==> config.mk <==
export PLATFORM = sky130hd
export DESIGN_NAME = c499_key_loader
export DESIGN_NICKNAME = d
export VERILOG_FILES = /design/src/rtl/c499_key_pkg.sv /design/src/rtl/c499_key_shift.sv /design/src/rtl/c499_key_loader.sv
export SDC_FILE = /design/constraint.sdc
export NUM_CORES = 1
export LEC_CHECK = 0
export CAP_MARGIN = 0
export CORE_MARGIN = 1
export CORE_UTILIZATION = 50
export DETAILED_ROUTE_END_ITERATION = 10
export DONT_BUFFER_PORTS = 1
export SETUP_SLACK_MARGIN = 0.1
export SYNTH_ARGS = -nofsm -noshare
export SYNTH_HDL_FRONTEND = slang
export SYNTH_SLANG_ARGS = --single-unit
==> constraint.sdc <==
create_clock -name clk -period 2.35 [get_ports clk]
set_input_delay 0.47 -clock clk [delete_from_list [all_inputs] [get_ports clk]]
set_output_delay 0.47 -clock clk [all_outputs]
set_load 0.005 [all_outputs]
==> src/rtl/c499_key_pkg.sv <==
// -----------------------------------------------------------------------------
// c499_key_pkg
// Shared definitions for the c499 key loader:
//   - key_state_e   : loader FSM state encoding (also exported on dbg_state)
//   - SYNC_W        : frame header width
//   - SYNC_PAT_DEF  : default frame header pattern (received MSB first)
//   - err_cnt_width : width of the failed-frame counter for a given retry limit
// -----------------------------------------------------------------------------
package c499_key_pkg;

   localparam int SYNC_W = 4;
   localparam logic [SYNC_W-1:0] SYNC_PAT_DEF = 4'hA;

   typedef enum logic [2:0] {
      ST_IDLE  = 3'd0,
      ST_HUNT  = 3'd1,
      ST_LOAD  = 3'd2,
      ST_PAR   = 3'd3,
      ST_CHECK = 3'd4,
      ST_DONE  = 3'd5,
      ST_LOCK  = 3'd6
   } key_state_e;

   // Counter must be able to hold the value max_retry itself.
   function automatic int err_cnt_width(input int max_retry);
      return (max_retry < 1) ? 1 : $clog2(max_retry + 1);
   endfunction

endpackage

==> src/rtl/c499_key_shift.sv <==
// -----------------------------------------------------------------------------
// c499_key_shift
// Serial shift register, sync-window compare and key staging for the key loader.
// Optional feature macro: C499_KEY_PARITY_EN (frame carries a trailing parity bit).
//
// Ports:
//   clk, rst   : clock, synchronous active-high reset
//   shift_en   : sample sdi into the shift register this cycle
//   clr        : clear shift register and staging (priority over shift/snap)
//   snap       : copy the key field (and parity) of the post-shift window into staging
//   sdi        : serial data bit
//   sync_hit   : window including the current sdi equals SYNC_PAT
//   key_stage  : staged key bits (never drive the core directly)
//   par_ok     : staged key plus parity has even parity (always 1 without parity)
// -----------------------------------------------------------------------------
module c499_key_shift
   import c499_key_pkg::*;
#(
   parameter int KEY_W = 2,
   parameter logic [SYNC_W-1:0] SYNC_PAT = SYNC_PAT_DEF
) (
   input  logic             clk,
   input  logic             rst,
   input  logic             shift_en,
   input  logic             clr,
   input  logic             snap,
   input  logic             sdi,
   output logic             sync_hit,
   output logic [KEY_W-1:0] key_stage,
   output logic             par_ok
);

   // Window must cover both the sync header and the key+parity field.
   localparam int WIN_W = (SYNC_W > KEY_W + 1) ? SYNC_W : KEY_W + 1;

   logic [WIN_W-2:0] sr;
   logic [WIN_W-1:0] sr_next;

   // The bit being sampled now is part of the window, so a header match is
   // seen on the same edge that delivers its last bit.
   assign sr_next  = {sr, sdi};
   assign sync_hit = (sr_next[SYNC_W-1:0] == SYNC_PAT);

   always_ff @(posedge clk) begin
      if (rst || clr) begin
         sr <= '0;
      end else if (shift_en) begin
         sr <= sr_next[WIN_W-2:0];
      end
   end

`ifdef C499_KEY_PARITY_EN
   logic par_bit;

   always_ff @(posedge clk) begin
      if (rst || clr) begin
         key_stage <= '0;
         par_bit   <= 1'b0;
      end else if (snap) begin
         key_stage <= sr_next[KEY_W:1];
         par_bit   <= sr_next[0];
      end
   end

   assign par_ok = ~(^{key_stage, par_bit});
`else
   always_ff @(posedge clk) begin
      if (rst || clr) begin
         key_stage <= '0;
      end else if (snap) begin
         key_stage <= sr_next[KEY_W-1:0];
      end
   end

   assign par_ok = 1'b1;
`endif

endmodule

==> src/rtl/c499_key_loader.sv <==
// -----------------------------------------------------------------------------
// c499_key_loader
// Receives the c499 obfuscation key as a framed serial bitstream
// (sync header, KEY_W key bits MSB first, optional parity bit), validates it
// and only then drives the core key inputs s_0/s_1. Failed frames are counted;
// MAX_RETRY failures lock the loader until reset.
// Optional feature macro: C499_KEY_PARITY_EN (parity bit present and checked).
//
// Ports:
//   clk, rst    : clock, synchronous active-high reset
//   load_req    : one-cycle request to (re)load the key (IDLE/DONE only)
//   key_sdi     : serial key data
//   key_sdv     : key_sdi valid; there is no backpressure, every cycle with
//                 key_sdv=1 delivers exactly one bit, key_sdv=0 stalls the FSM
//   s_0, s_1    : verified key bits to the core
//   key_valid   : key verified and applied
//   key_err     : one-cycle pulse per failed frame
//   key_lockout : sticky lockout after MAX_RETRY failures
//   err_cnt     : number of failed frames
//   dbg_state   : current FSM state (key_state_e encoding)
// -----------------------------------------------------------------------------
module c499_key_loader
   import c499_key_pkg::*;
#(
   parameter int KEY_W = 2,
   parameter logic [SYNC_W-1:0] SYNC_PAT = SYNC_PAT_DEF,
   parameter int MAX_RETRY = 3,
   parameter int TIMEOUT = 16
) (
   input  logic clk,
   input  logic rst,
   input  logic load_req,
   input  logic key_sdi,
   input  logic key_sdv,
   output logic s_0,
   output logic s_1,
   output logic key_valid,
   output logic key_err,
   output logic key_lockout,
   output logic [err_cnt_width(MAX_RETRY)-1:0] err_cnt,
   output logic [2:0] dbg_state
);

   localparam int CNT_W  = err_cnt_width(MAX_RETRY);
   localparam int IDLE_W = $clog2(TIMEOUT + 1);
   localparam int BC_W   = $clog2(KEY_W + 1);

   key_state_e        state;
   logic [IDLE_W-1:0] idle_cnt;
   logic [BC_W-1:0]   bit_cnt;

   logic             shift_en;
   logic             clr;
   logic             snap;
   logic             sync_hit;
   logic [KEY_W-1:0] key_stage;
   logic             par_ok;

   logic             last_key;
   logic             timeout_now;
   logic             check_fail;
   logic             err_now;
   logic [CNT_W-1:0] err_inc;

   assign dbg_state = state;

   assign shift_en = key_sdv &&
                     ((state == ST_HUNT) || (state == ST_LOAD) || (state == ST_PAR));
   assign last_key = (state == ST_LOAD) && key_sdv && (bit_cnt == BC_W'(KEY_W - 1));

`ifdef C499_KEY_PARITY_EN
   assign snap = (state == ST_PAR) && key_sdv;
`else
   assign snap = last_key;
`endif

   // Timeout fires on the edge where the idle run reaches TIMEOUT.
   assign timeout_now = ((state == ST_LOAD) || (state == ST_PAR)) && !key_sdv &&
                        (idle_cnt == IDLE_W'(TIMEOUT - 1));
   assign check_fail  = (state == ST_CHECK) && !par_ok;
   assign err_now     = timeout_now || check_fail;
   assign err_inc     = err_cnt + 1'b1;

   // Every entry into HUNT starts from an empty window and empty staging.
   assign clr = ((state == ST_IDLE) && load_req) ||
                ((state == ST_DONE) && load_req) ||
                err_now;

   c499_key_shift #(
      .KEY_W    (KEY_W),
      .SYNC_PAT (SYNC_PAT)
   ) u_shift (
      .clk       (clk),
      .rst       (rst),
      .shift_en  (shift_en),
      .clr       (clr),
      .snap      (snap),
      .sdi       (key_sdi),
      .sync_hit  (sync_hit),
      .key_stage (key_stage),
      .par_ok    (par_ok)
   );

   always_ff @(posedge clk) begin
      if (rst) begin
         state       <= ST_IDLE;
         idle_cnt    <= '0;
         bit_cnt     <= '0;
         s_0         <= 1'b0;
         s_1         <= 1'b0;
         key_valid   <= 1'b0;
         key_err     <= 1'b0;
         key_lockout <= 1'b0;
         err_cnt     <= '0;
      end else begin
         key_err <= 1'b0;
         if (err_now) begin
            key_err  <= 1'b1;
            err_cnt  <= err_inc;
            idle_cnt <= '0;
            bit_cnt  <= '0;
            if (err_inc == CNT_W'(MAX_RETRY)) begin
               state       <= ST_LOCK;
               key_lockout <= 1'b1;
               s_0         <= 1'b0;
               s_1         <= 1'b0;
               key_valid   <= 1'b0;
            end else begin
               state <= ST_HUNT;
            end
         end else begin
            case (state)
               ST_IDLE: begin
                  if (load_req) state <= ST_HUNT;
               end
               ST_HUNT: begin
                  if (key_sdv && sync_hit) begin
                     state    <= ST_LOAD;
                     bit_cnt  <= '0;
                     idle_cnt <= '0;
                  end
               end
               ST_LOAD: begin
                  if (key_sdv) begin
                     idle_cnt <= '0;
                     if (last_key) begin
                        bit_cnt <= '0;
`ifdef C499_KEY_PARITY_EN
                        state   <= ST_PAR;
`else
                        state   <= ST_CHECK;
`endif
                     end else begin
                        bit_cnt <= bit_cnt + 1'b1;
                     end
                  end else begin
                     idle_cnt <= idle_cnt + 1'b1;
                  end
               end
`ifdef C499_KEY_PARITY_EN
               ST_PAR: begin
                  if (key_sdv) begin
                     idle_cnt <= '0;
                     state    <= ST_CHECK;
                  end else begin
                     idle_cnt <= idle_cnt + 1'b1;
                  end
               end
`endif
               ST_CHECK: begin
                  // Failing checks are handled by err_now above.
                  s_0       <= key_stage[0];
                  s_1       <= key_stage[1];
                  key_valid <= 1'b1;
                  state     <= ST_DONE;
               end
               ST_DONE: begin
                  if (load_req) begin
                     s_0       <= 1'b0;
                     s_1       <= 1'b0;
                     key_valid <= 1'b0;
                     state     <= ST_HUNT;
                  end
               end
               ST_LOCK: begin
                  key_lockout <= 1'b1;
                  s_0         <= 1'b0;
                  s_1         <= 1'b0;
                  key_valid   <= 1'b0;
               end
               default: state <= ST_IDLE;
            endcase
         end
      end
   end

endmodule

==> results.md, run 1 <==
* Worst reg2reg path depth at 7
* Initial antenna violation count at 0
* Clock Tree Buf Depth at 2
* IO Port Bufs at 0
* CP top delay family: simple AND/OR/NAND/NOR gates
* Yosys top cell by area: dfxtp_1
* CP max FO at 4
* Layout cells sized above 1 at 0.0873
* Clock Latency Late Sink at 0.30 ns
* Top-count cell post-synth: dfxtp_1
* Sequential share of the synthesized area at 0.402
* Dpl cells at 150
* Crit Path Class: flop to flop
* Hold Startpoint: rst
* Clk slew on worst S/H paths at 0.11 ns
* Flop-to-flop setup slack at 0.22 ns
* Leakage power figure at 0.413 nW
* Drt pass-1 iters at 4
* Clk root buf: clkbuf_4
* Detail Route Antenna Nets at 0
* Synth Flop Type: dfxtp_1
* # Post-CTS Setup Buffers at 0
* Layout Skew at 0.00115 ns
* WHS Endpoint: dbg_state[1]
* PwrDens at 875 nW/µm²
* Most instantiated cells after synthesis: 22 x dfxtp_1, 12 x a21oi_1, 8 x nand2_1, 8 x nor2_1
* Place WS at 0.253 ns
* WP data required at 2.58 ns
* Area contributors post-synth: dfxtp_1 40%, a21oi_1 5.5%, mux2i_1 4.6%
* RSZ-0062 raised after global routing: no
* Ys async rst share at 0
* Placer congestion estimate at 0.832
* Yosys top cell area share at 0.402
* Pin count of the biggest net entering global routing at 18
* Final WL at 2200 µm
* Final std cell area, no fill at 1160 µm²
* Worst path cell trace: ha_1, and3_1, ha_1, nor4bb_2, or4_4, and3_1, a221oi_2
* DP Wirelength at 1590 µm
* Mux contribution to synthesized area at 0.0457
* Adder-Cell Fraction of Synth Area at 0.0343
* Final setup viols at 0
* Slew headroom at 0.680
* Grt ovf at 0
* Area Growth Syn to Fin at 5.60%
* Mapped Cells at 126
* DP Area at 1120 µm²
* Initial drt markers at 21
* GRT Total Usage at 0.206
* Delay of the slowest cell on the worst path at 0.49 ns
* CP bufs+invs at 0
* Die Wd at 48.8 µm
* CTS sink cnt at 22
* Vias in the first global route at 894
* Launching point of the worst reg2reg path: idle_cnt[0]
* CP max stage cell: or4_4
* Worst hold path type: primary input to flop
* Drt drc at 0
* Fin nets at 136
* Crit. path cell count at 7
* PostCTS Resize Cnt at 0
* Min Tclk post-route at 2.13 ns
* Wirelength per Cell at 14.4 µm
* Post-detailed-route via-to-cell ratio at 5.96
* XOR/XNOR share of the synthesized area at 0.0240
* Cts-stage hold buffer count at 0
* Reg2Reg Capture Point: dbg_state[1]
* Core Util, Final at 0.578
* Final Non-Filler Cells at 153
* Fin. max-slew vios at 0
* Fraction of the mapped netlist area in simple logic gates at 0.232
* Least-Margin Pin Slew at 0.479 ns
* Post-synth EDFFs at 0
* Yosys Warn Count at 0
* Period utilisation layout at 0.904
* Maxcap violations at 0
* Final TNS setup at 0 ns
* Status: finished clean
* Htree depth at 1
* Ports at 15
* Synth Net Count at 134
* CTS tree: yes
* Max IR drop VDD at 503 µV
* FF+latch count, synth at 22
* Post-synth cell types at 40
* Compound-cell area share of the yosys netlist at 0.219
* Core Box Area at 2000 µm²
* Worst setup margin at 0.225 ns
* Largest family of logic cells by synthesized area: simple AND/OR/NAND/NOR gates
* WHS Path Cells at 1
* Fmax achieved at 471 MHz
* CP startpoint kind: flop
* Netlist Area Pre-Place at 1090 µm²
* Worst Setup End Kind: flop
* Fin. Hold Viols at 0
* Die area at 2380 µm²
* Crit path DAT at 2.35 ns
* First-pass GRT wire length at 3840 µm
* CTS buffer count at 3
* Initial core utilization at 0.547
* Synthesized area per cell at 8.69 µm²
* Row cnt at 16
* N_diodes at 0
* Die Y at 48.8 µm
* DR vias at 912
-- metrics by stage --
step / hold WS (ns) / power, W
floorplan: 0.440 / 0.000770
global placement: 0.463 / 0.000843
detailed placement: 0.471 / 0.000837
CTS: 0.200 / 0.00101
global route: 0.187 / 0.00108
finish: 0.214 / 0.00101
-- final cells by class --
| class | count | area [µm²] |
|---|---|---|
| sequential | 22 | 442 |
| clock buffer | 3 | 22.5 |
| fill | 192 | 846 |
| tap | 27 | 33.8 |
| timing repair buffer | 2 | 15.0 |
| multi-input combinational | 93 | 621 |
| inverter | 6 | 22.5 |
-- cell usage in the layout, fill, tap and decap left out, drive strengths merged, types with 3 or more instances in the layout --
cell,synthesis,layout
nor2b,5,5
inv,6,6
o21ai,6,6
dfxtp,22,22
nand3,6,6
clkbuf,1,3
a211oi,3,3
ha,3,3
and3,4,4
nor2,8,8
a21oi,12,12
mux2i,5,5
nand2,8,8
-- flip-flops by register name (all words and copies together) (netlist names) --
signal,flops
u_shift.key_stage,2
err_cnt,2
dbg_state,3
bit_cnt,2
idle_cnt,5
u_shift.sr,3
s_1,1
key_lockout,1
s_0,1
key_valid,1
key_err,1
-- how the worst max path moves through the flow --
stage                      startpoint           end
after floorplan           idle_cnt[0]  dbg_state[1]
after global placement    idle_cnt[0]  dbg_state[1]
after detailed placement  idle_cnt[0]  dbg_state[1]
after CTS                 idle_cnt[0]  dbg_state[1]
after global routing      idle_cnt[0]  dbg_state[1]
final                     idle_cnt[0]  dbg_state[1]
-- worst register-to-register path, cell delays in order, from the launching register on --
cell and delay, ns:
dfxtp_2 0.35, ha_1 0.22, and3_1 0.19, ha_1 0.19, nor4bb_2 0.18, or4_4 0.49
and3_1 0.19, a221oi_2 0.25
-- kinds of logic (layout without fill, tap and decap cells) --
kind of cell,count (synthesis),after routing
simple gates,46,46
flops,22,22
buf+inv,11,11
compound gates,36,36
mux,5,5
xor+xnor,3,3
fa+ha+maj,3,3
-- layer usage --
metal,share of wire,global-route usage,vias to the layer above
li1,-,-,466
met1,0.49,0.266,421
met2,0.44,0.326,21
met3,0.051,0.0561,4
met4,0.017,0.0784,0
met5,0,0,-
-- where the power goes --
part           internal (W)  total, W  leakage, nW  switching [W]
registers          0.000411  0.000479        0.179      0.0000689
logic              0.000155  0.000364        0.220       0.000209
clock network     0.0000598  0.000168       0.0138       0.000108
total              0.000626   0.00101        0.413       0.000387
Power figures use the tool's default switching activity.
==> run 2: changes to the inputs <==
--- a/config.mk
+++ b/config.mk
@@ -10,6 +10,7 @@
 export CORE_UTILIZATION = 50
 export DETAILED_ROUTE_END_ITERATION = 10
 export DONT_BUFFER_PORTS = 1
+export PLACE_DENSITY = 0.68
 export SETUP_SLACK_MARGIN = 0.1
 export SYNTH_ARGS = -nofsm -noshare
 export SYNTH_HDL_FRONTEND = slang
==> results.md, run 2 (same netlist as run 1, synthesis figures left out) <==
* Least-Margin Pin Slew at 0.474 ns
* Ports at 15
* Wirelength per Cell at 14.6 µm
* Initial drt markers at 27
* CTS tree: yes
* Worst path cell trace: ha_1, and3_1, ha_1, nor4bb_1, or4_1, and3_1, a221oi_2
* Pin count of the biggest net entering global routing at 15
* Clk root buf: clkbuf_4
* Drt pass-1 iters at 4
* Core Util, Final at 0.579
* Die area at 2380 µm²
* CP startpoint kind: flop
* FF/Latch Area at 440 µm²
* Final WL at 2240 µm
* DP Wirelength at 1660 µm
* Vias in the first global route at 876
* Slew headroom at 0.684
* Max reg flops at 5
* Layout Skew at 0.00196 ns
* Most frequent cells in the layout: 22 x dfxtp_1, 12 x a21oi_1, 8 x nand2_1
* CP max FO at 4
* Min Tclk post-route at 2.14 ns
* Fin nets at 136
* Layout cells sized above 1 at 0.0709
* Detail Route Antenna Nets at 0
* Final std cell area, no fill at 1160 µm²
* Max IR drop VDD at 666 µV
* Final setup viols at 0
* Fillers at 198
* WP data required at 2.59 ns
* Die Wd at 48.8 µm
* Cts-stage hold buffer count at 0
* Delay of the slowest cell on the worst path at 0.50 ns
* IO Port Bufs at 0
* Period utilisation layout at 0.909
* PwrDens at 906 nW/µm²
* Clk slew on worst S/H paths at 0.12 ns
* Leakage power figure at 0.418 nW
* CP bufs+invs at 0
* Worst hold path type: primary input to flop
* CP top delay family: simple AND/OR/NAND/NOR gates
* CTS sink cnt at 22
* Htree depth at 1
* Post-detailed-route via-to-cell ratio at 6.14
* Die Y at 48.8 µm
* Maxcap violations at 0
* Drt drc at 0
* DR vias at 946
* Area Growth Syn to Fin at 5.83%
* # Post-CTS Setup Buffers at 0
* Row cnt at 16
* Commonest non-fill, non-tap cell in the layout: dfxtp_1
* GRT Total Usage at 0.215
* First-pass GRT wire length at 3950 µm
* Grt ovf at 0
* Crit path DAT at 2.38 ns
* CTS buffer count at 3
* Register name with the most flops: idle_cnt
* RSZ-0062 raised after global routing: no
* Crit Path Class: flop to flop
* Worst Setup End Kind: flop
* Clock Latency Late Sink at 0.31 ns
* Placer congestion estimate at 0.890
* Multi-input gate area at 611 µm²
* CP max stage cell: or4_1
* Final TNS setup at 0 ns
* Fmax achieved at 468 MHz
* Clock Tree Buf Depth at 2
* DP Area at 1120 µm²
* Initial antenna violation count at 0
* PostCTS Resize Cnt at 0
* N_diodes at 0
* Status: finished clean
* Core Box Area at 2000 µm²
* Fin Hold WS at 0.200 ns
* Fin. Hold Viols at 0
* Fin. max-slew vios at 0
* Initial core utilization at 0.547
-- run 2: changes by cell type in the layout (fill, tap and decap cells not counted) --
| cell | previous run | this run |
|---|---|---|
| clkbuf_8 | 0 | 1 |
| dfxtp_1 | 21 | 22 |
| dfxtp_2 | 1 | 0 |
| nor4bb_1 | 0 | 1 |
| nor4bb_2 | 1 | 0 |
| or4_1 | 0 | 1 |
| or4_4 | 1 | 0 |
-- run 2: worst reg2reg max path, delay by kind of cell (launching register included) --
family | cells | cell delay (ns)
AOI/OAI and AO/OA | 1 | 0.25
adders and majority gates | 2 | 0.41
DFF | 1 | 0.36
and+or+nand+nor | 4 | 1.05
-- run 2: through the flow --
step	setup WS [ns]	total power [W]	instances
floorplan	0.363	0.000770	126
global placement	0.280	0.000832	150
detailed placement	0.247	0.000839	150
CTS	0.218	0.00105	154
global route	0.146	0.00113	154
finish	0.215	0.00105	154
-- run 2: worst paths after layout --
check,endpoint,depth (start not counted),startpoint,slack [ns]
worst max register to register,dbg_state[1],7,idle_cnt[0],0.21
worst max-delay path,dbg_state[1],7,idle_cnt[0],0.21
worst min register to register,key_valid,2,key_valid,0.48
worst min-delay path,dbg_state[1],1,rst,0.20
-- run 2: metal layers --
metal / global-route usage / wire length, µm / vias to the layer above
li1: - / - / 471
met1: 0.293 / 1090 / 440
met2: 0.317 / 1010 / 31
met3: 0.0561 / 121 / 4
met4: 0.0980 / 25 / 0
met5: 0 / 0 / -
-- run 2: area by class of cell --
| class | count | share of cell area |
|---|---|---|
| multi-input cells | 93 | 0.527 |
| flip-flops and latches | 22 | 0.380 |
| clock buffers | 4 | 0.0313 |
| well taps | 27 | 0.0292 |
| inverters | 6 | 0.0194 |
| repair buffers | 2 | 0.0130 |
-- run 2: where the power goes --
group          switching (W)  internal, W
logic               0.000198     0.000149
registers          0.0000787     0.000410
clock network       0.000119    0.0000947
total               0.000396     0.000654
